===== config.mk =====
export PLATFORM = sky130hd
export DESIGN_NAME = multicycle_ctrl
export DESIGN_NICKNAME = d
export VERILOG_FILES = /design/src/rtl/mc_ctrl_pkg.sv /design/src/rtl/mc_ctrl_outdec.sv /design/src/rtl/multicycle_ctrl.sv
export SDC_FILE = /design/constraint.sdc
export NUM_CORES = 1
export LEC_CHECK = 0
export ABC_CLOCK_PERIOD_IN_PS = 2120
export BUFFER_PORTS_ARGS = -buffer_cell sky130_fd_sc_hd__buf_2
export CORE_MARGIN = 4
export CORE_UTILIZATION = 49
export CTS_BUF_LIST = sky130_fd_sc_hd__clkbuf_4 sky130_fd_sc_hd__clkbuf_8
export DETAILED_ROUTE_END_ITERATION = 16
export PLACE_DENSITY = 0.81
export SLEW_MARGIN = 20
export SYNTH_ARGS = -nofsm -noshare
export SYNTH_HDL_FRONTEND = slang
export SYNTH_SLANG_ARGS = --single-unit
export TNS_END_PERCENT = 30

===== constraint.sdc =====
create_clock -name clk -period 2.12 [get_ports clk]
set_input_delay 0.212 -clock clk [delete_from_list [all_inputs] [get_ports clk]]
set_output_delay 0.212 -clock clk [all_outputs]
set_load 0.01 [all_outputs]

===== src/rtl/mc_ctrl_pkg.sv =====
// Shared types and encodings for the multi-cycle MIPS control unit:
// state enum, opcode/ALUOp/mux-select constants and the decoded control word.
package mc_ctrl_pkg;

  typedef enum logic [3:0] {
    FETCH  = 4'd0,
    DECODE = 4'd1,
    MEMADR = 4'd2,
    MEMRD  = 4'd3,
    MEMWB  = 4'd4,
    MEMWR  = 4'd5,
    EXEC_R = 4'd6,
    RWB    = 4'd7,
    EXEC_I = 4'd8,
    IWB    = 4'd9,
    BEQ    = 4'd10,
    JUMP   = 4'd11,
    TRAP   = 4'd12
  } state_t;

  localparam logic [5:0] OP_R    = 6'b000000;
  localparam logic [5:0] OP_LW   = 6'b100011;
  localparam logic [5:0] OP_SW   = 6'b101011;
  localparam logic [5:0] OP_BEQ  = 6'b000100;
  localparam logic [5:0] OP_ADDI = 6'b001000;
  localparam logic [5:0] OP_J    = 6'b000010;

  localparam logic [2:0] ALU_SUB   = 3'b000;
  localparam logic [2:0] ALU_ADD   = 3'b001;
  localparam logic [2:0] ALU_FUNCT = 3'b111;

  localparam logic [1:0] SRCB_RT      = 2'b00;
  localparam logic [1:0] SRCB_FOUR    = 2'b01;
  localparam logic [1:0] SRCB_IMM     = 2'b10;
  localparam logic [1:0] SRCB_IMM_SH2 = 2'b11;

  localparam logic [1:0] PCSRC_ALU    = 2'b00;
  localparam logic [1:0] PCSRC_ALUOUT = 2'b01;
  localparam logic [1:0] PCSRC_JUMP   = 2'b10;

  typedef struct packed {
    logic       pcWrite;
    logic       pcWriteCond;
    logic       iorD;
    logic       memRead;
    logic       memWrite;
    logic       irWrite;
    logic       memToReg;
    logic       regDst;
    logic       regWrite;
    logic       aluSrcA;
    logic [1:0] aluSrcB;
    logic [2:0] aluOp;
    logic [1:0] pcSrc;
    logic       illegalOp;
  } ctrlWord_t;

  // States that stall on the memory handshake
  function automatic logic isMemWait(state_t s);
    return (s == FETCH) || (s == MEMRD) || (s == MEMWR);
  endfunction

endpackage


===== src/rtl/mc_ctrl_outdec.sv =====
// Combinational Moore decode of the current state (plus mem_ready in FETCH)
// into the datapath control word.
//   state    : current FSM state
//   memReady : memory handshake, qualifies IR/PC load in FETCH
//   ctrl     : decoded control word, all-zero for unlisted fields
module mc_ctrl_outdec
  import mc_ctrl_pkg::*;
(
  input  state_t    state,
  input  logic      memReady,
  output ctrlWord_t ctrl
);

  always_comb begin
    ctrl = '0;
    case (state)
      FETCH: begin
        ctrl.memRead = 1'b1;
        ctrl.aluSrcB = SRCB_FOUR;
        ctrl.aluOp   = ALU_ADD;
        ctrl.pcSrc   = PCSRC_ALU;
        ctrl.irWrite = memReady;
        ctrl.pcWrite = memReady;
      end
      // Branch target precompute while the opcode is decoded
      DECODE: begin
        ctrl.aluSrcB = SRCB_IMM_SH2;
        ctrl.aluOp   = ALU_ADD;
      end
      MEMADR: begin
        ctrl.aluSrcA = 1'b1;
        ctrl.aluSrcB = SRCB_IMM;
        ctrl.aluOp   = ALU_ADD;
      end
      MEMRD: begin
        ctrl.memRead = 1'b1;
        ctrl.iorD    = 1'b1;
      end
      MEMWB: begin
        ctrl.regWrite = 1'b1;
        ctrl.memToReg = 1'b1;
      end
      MEMWR: begin
        ctrl.memWrite = 1'b1;
        ctrl.iorD     = 1'b1;
      end
      EXEC_R: begin
        ctrl.aluSrcA = 1'b1;
        ctrl.aluSrcB = SRCB_RT;
        ctrl.aluOp   = ALU_FUNCT;
      end
      RWB: begin
        ctrl.regWrite = 1'b1;
        ctrl.regDst   = 1'b1;
      end
      EXEC_I: begin
        ctrl.aluSrcA = 1'b1;
        ctrl.aluSrcB = SRCB_IMM;
        ctrl.aluOp   = ALU_ADD;
      end
      IWB: begin
        ctrl.regWrite = 1'b1;
      end
      BEQ: begin
        ctrl.aluSrcA     = 1'b1;
        ctrl.aluSrcB     = SRCB_RT;
        ctrl.aluOp       = ALU_SUB;
        ctrl.pcWriteCond = 1'b1;
        ctrl.pcSrc       = PCSRC_ALUOUT;
      end
      JUMP: begin
        ctrl.pcWrite = 1'b1;
        ctrl.pcSrc   = PCSRC_JUMP;
      end
      TRAP: begin
        ctrl.illegalOp = 1'b1;
      end
      default: ctrl = '0;
    endcase
  end

endmodule


===== src/rtl/multicycle_ctrl.sv =====
// Multi-cycle MIPS control FSM with memory-ready handshake and wait timeout.
//   clk, rst_n      : clock, async active-low reset
//   OpCode          : IR[31:26], looked at only in DECODE and MEMADR
//   mem_ready       : memory completed the current access this cycle
//   PCWrite..PCSrc  : datapath control word
//   illegal_op      : held while trapped
//   mem_timeout     : sticky, memory wait exceeded MEM_WAIT_MAX cycles
//   state_o         : current state encoding
module multicycle_ctrl
  import mc_ctrl_pkg::*;
#(
  parameter int unsigned MEM_WAIT_MAX = 15
)
(
  input  logic       clk,
  input  logic       rst_n,
  input  logic [5:0] OpCode,
  input  logic       mem_ready,
  output logic       PCWrite,
  output logic       PCWriteCond,
  output logic       IorD,
  output logic       MemRead,
  output logic       MemWrite,
  output logic       IRWrite,
  output logic       MemToReg,
  output logic       RegDst,
  output logic       RegWrite,
  output logic       ALUSrcA,
  output logic [1:0] ALUSrcB,
  output logic [2:0] ALUOp,
  output logic [1:0] PCSrc,
  output logic       illegal_op,
  output logic       mem_timeout,
  output logic [3:0] state_o
);

  localparam int unsigned WAIT_W = (MEM_WAIT_MAX < 2) ? 1 : $clog2(MEM_WAIT_MAX + 1);

  state_t            state;
  logic [WAIT_W-1:0] waitCnt;
  logic              waitHit;
  ctrlWord_t         ctrl;

  // This stalled cycle is the MEM_WAIT_MAX-th in a row; mem_ready wins if present
  assign waitHit = (MEM_WAIT_MAX != 0) && isMemWait(state) && !mem_ready
                   && (waitCnt == WAIT_W'(MEM_WAIT_MAX - 1));

  // State register, wait counter and sticky timeout flag
  always_ff @(posedge clk or negedge rst_n) begin
    if (!rst_n) begin
      state       <= FETCH;
      waitCnt     <= '0;
      mem_timeout <= 1'b0;
    end else if (isMemWait(state) && !mem_ready) begin
      if (waitHit) begin
        state       <= TRAP;
        waitCnt     <= '0;
        mem_timeout <= 1'b1;
      end else if (MEM_WAIT_MAX != 0) begin
        waitCnt <= waitCnt + WAIT_W'(1);
      end
    end else begin
      waitCnt <= '0;
      case (state)
        FETCH:  state <= DECODE;
        DECODE: begin
          case (OpCode)
            OP_R:         state <= EXEC_R;
            OP_LW, OP_SW: state <= MEMADR;
            OP_BEQ:       state <= BEQ;
            OP_ADDI:      state <= EXEC_I;
            OP_J:         state <= JUMP;
            default:      state <= TRAP;
          endcase
        end
        MEMADR:  state <= (OpCode == OP_LW) ? MEMRD : MEMWR;
        MEMRD:   state <= MEMWB;
        MEMWB:   state <= FETCH;
        MEMWR:   state <= FETCH;
        EXEC_R:  state <= RWB;
        RWB:     state <= FETCH;
        EXEC_I:  state <= IWB;
        IWB:     state <= FETCH;
        BEQ:     state <= FETCH;
        JUMP:    state <= FETCH;
        TRAP:    state <= TRAP;
        default: state <= FETCH;
      endcase
    end
  end

  mc_ctrl_outdec uOutdec (
    .state    (state),
    .memReady (mem_ready),
    .ctrl     (ctrl)
  );

  // Write enables are forced low while reset is held so FETCH's
  // mem_ready-qualified loads cannot fire during reset
  assign PCWrite     = ctrl.pcWrite     & rst_n;
  assign PCWriteCond = ctrl.pcWriteCond & rst_n;
  assign IRWrite     = ctrl.irWrite     & rst_n;
  assign RegWrite    = ctrl.regWrite    & rst_n;
  assign MemWrite    = ctrl.memWrite    & rst_n;
  assign IorD        = ctrl.iorD;
  assign MemRead     = ctrl.memRead;
  assign MemToReg    = ctrl.memToReg;
  assign RegDst      = ctrl.regDst;
  assign ALUSrcA     = ctrl.aluSrcA;
  assign ALUSrcB     = ctrl.aluSrcB;
  assign ALUOp       = ctrl.aluOp;
  assign PCSrc       = ctrl.pcSrc;
  assign illegal_op  = ctrl.illegalOp;
  assign state_o     = state;

endmodule


==> run metrics <==
status=complete, no violations; total nets after synthesis=110; Area Overhead vs Synth=25.12%; critical path launch point type=register; Worst path depth=5; Post-CTS Setup Inserts=0; Die X=about 48 um; Worst Skew=approximately 0.0036 ns; Post-CTS Resized=0; global-route wire length before repair=between 2000 and 3000 um; Worst path slowest cell=dfrtp_1; CTS tree=done; synth unique cells=38; All-Layer GR Usage=18.02%; HPWL Detailed=between 1000 and 1500 um; RSZ-0062 raised after global routing=false; routed wire length=about 2000 um; Max clock buf depth=2; Yosys warning total=0; mux contribution to synthesized area=0%; combinational share of power=about 62%; Required @ worst endpoint=roughly 1.9 ns; critical path class=register to output pin; Hold Crit Depth=2; endpoint class of the critical path=output pin; clock transition at the register clock pins on the worst setup and hold paths after CTS=roughly 0.060 ns; Placer Congestion=0.7495; total power=around 0.0011 W; xor and xnor area share after synthesis=between 4 and 5%; IO buf count=31; Layout Utilization=around 65%; CORE AREA=between 1500 and 2000 um2; initial antenna violation count=0; Synth Register Bits=9; Buf+Inv Stages, Crit Path=1; Die Height=between 40 and 50 um; Avg WL per Cell=about 13 um; Power Dens Cells=between 1000 and 1500 nW/um2; Iteration-0 DRC Markers=7; antenna viol nets, final=0; crit path cell chain=or2_1 > nor3b_1 > a31oi_1 > nor3_1 > buf_2; worst endpoint data arrival time=~1.8 ns; crit-path max FO=15; Netlist Area Pre-Place=just under 800 um2; leak pwr=a little under 0.5 nW; Slew Viols, Final=0; worst-margin pin slew=approximately 0.46 ns; reg2reg path depth=4; Final min period=1.970 ns; Max Fclk=slightly above 500 MHz; cts bufs inserted=3; routed vias=about 850; final setup vio count=0; EDFF count, synth=0; layout cells sized above 1=a little under a third; syn_area_per_cell=roughly 7.9 um2; main combinational cell family by area after synthesis=simple AND/OR/NAND/NOR gates; Die Area=roughly 2300 um2; first-pass iteration count of the detailed router=4; Initial Util=about half; Cell Rows=14; grt ovf=0; ys async rst share=100.0%; Placed Instances=between 100 and 150; ant diodes=0; Post-Route Setup TNS=0 ns; register share of total power=around a quarter; Fin. Hold Viols=0; Clock Sinks=9; clk root buf=clkbuf_4; DRC violations left=0; nets=~140; register area share after synthesis=between 20 and 30%; Switching Fraction=46.64%; largest net degree at the start of global routing=18; post-synthesis compound-gate area fraction=between 10% and 20%; clock share of power=between 10% and 20%; Fill cells=between 100 and 150; Adder-Cell Fraction of Synth Area=under 10%; H-Tree Depth=1; fin crit share=approximately 93%; Psw=0.0005217 W; worst min path class=input pin to register; Synth Instances=99; CP delay by family, top=simple AND/OR/NAND/NOR gates; VDD IR max=roughly 0.00056 V; post-DR vias/cell=between 5 and 6; vias in the first global route=669; delay of the slowest critical-path stage=~0.54 ns; Int Power=between 0.0005 and 0.0006 W; Synth Area in Simple Gates=between 30% and 40%; max cap viols=0; Primary FF master, synth=dfrtp_1; final cell count without fillers=roughly 150; Slew HR=between 60 and 70%; clock latency on the worst-skew pair=about 0.26 ns; IO Count=32
power by group through the flow:
| stage | combinational [W] | clock (W) | sequential [W] |
|---|---|---|---|
| CTS | 0.000700 | 0.000151 | 0.000277 |
| finish | 0.000696 | 0.000144 | 0.000279 |
| detailed placement | 0.000694 | 0 | 0.000281 |
| global placement | 0.000686 | 0 | 0.000276 |
| floorplan | 0.000484 | 0 | 0.000275 |
| global route | 0.000772 | 0.000159 | 0.000290 |
cells by family after synthesis:
family          after synthesis
flops                         9
buf+inv                       8
xor+xnor                      4
compound gates               20
simple gates                 56
fa+ha+maj                     2
cells in the mapped netlist, types with 3 or more instances:
cell type | instances | area (um2)
nor2_1 | 16 | 60.06
dfrtp_1 | 9 | 225.2
nor2b_1 | 3 | 18.77
nand2_1 | 5 | 18.77
nor3_1 | 6 | 30.03
o22a_1 | 3 | 26.28
a21oi_1 | 3 | 15.01
clkbuf_1 | 4 | 15.01
nand3_1 | 5 | 25.02
nand2b_1 | 6 | 37.54
worst paths after layout:
| path | slack [ns] | start | endpoint |
|---|---|---|---|
| max | 0.15 | state_o[1]$_DFFE_PN0P_ | PCWrite |
| min | 0.24 | OpCode[4] | state_o[1]$_DFFE_PN0P_ |
| max reg2reg | 0.37 | state_o[0]$_DFFE_PN0P_ | state_o[2]$_DFFE_PN0P_ |
| min reg2reg | 0.46 | mem_timeout$_DFFE_PN0P_ | mem_timeout$_DFFE_PN0P_ |
| max in group asynchronous | 1.58 | rst_n | waitCnt[2]$_DFF_PN0_ |
| min in group asynchronous | 0.34 | rst_n | waitCnt[0]$_DFF_PN0_ |
metrics by stage:
stage               hold slack, ns  cell area [um2]  worst slack (ns)
finish                      0.2391            978.4            0.1497
CTS                         0.2416            978.4            0.1570
global placement           0.08375            938.4            0.4494
global route                0.2497            978.4           0.01442
detailed placement         0.08536            938.4            0.3875
floorplan                 -0.08359            782.0            0.4378
routing by layer:
metal  wire length (um)  vias to the layer above  global-route usage (%)
met3                160                        7                   3.759
met2                844                       33                   28.50
met5                  0                        -                       0
met4                 57                        0                   8.602
li1                   -                      432                       -
met1                897                      376                   23.23
repair_timing:
action | in CTS | in global routing
endpoints found under the setup margin | 0 | 0
hold endpoints to repair | 9 | 0
hold buffers | 1 | 0
worst reg2reg max path, cell delays in order (launching register included):
cell	delay [ns]
dfrtp_1	0.61
or3b_2	0.52
o22ai_2	0.19
nand2_2	0.12
o22a_1	0.21
final cells by class:
| type | instances | area [um2] | share of cell area (%) |
|---|---|---|---|
| clock buffers | 4 | 30.03 | 3.069 |
| inverters | 2 | 7.507 | 0.7673 |
| multi-input cells | 82 | 515.5 | 52.69 |
| flip-flops and latches | 9 | 225.2 | 23.02 |
| well taps | 16 | 20.02 | 2.046 |
| repair buffers | 34 | 180.2 | 18.41 |
flip-flops by register name (all words and copies together) (netlist names):
signal	cells
state_o	4
waitCnt	4
mem_timeout	1
placed cells by master (no fill, tap or decap), types with 2 or more instances in the layout:
cell / count
buf_2: 31
nor2_1: 16
dfrtp_1: 9
nand2b_1: 6
nor3_1: 6
nand3_1: 5
nand2_1: 5
clkbuf_4: 4
a21oi_1: 3
o22a_1: 3
nor2b_1: 3
and3_1: 2
xnor2_1: 2
or2_1: 2
inv_1: 2
nor3b_1: 2
xor2_1: 2
nor4b_1: 2
nor4_1: 2
o311ai_0: 2
o21ai_0: 2
ha_1: 2
buf_4: 2
No activity file was read; power rests on OpenSTA's default activity.
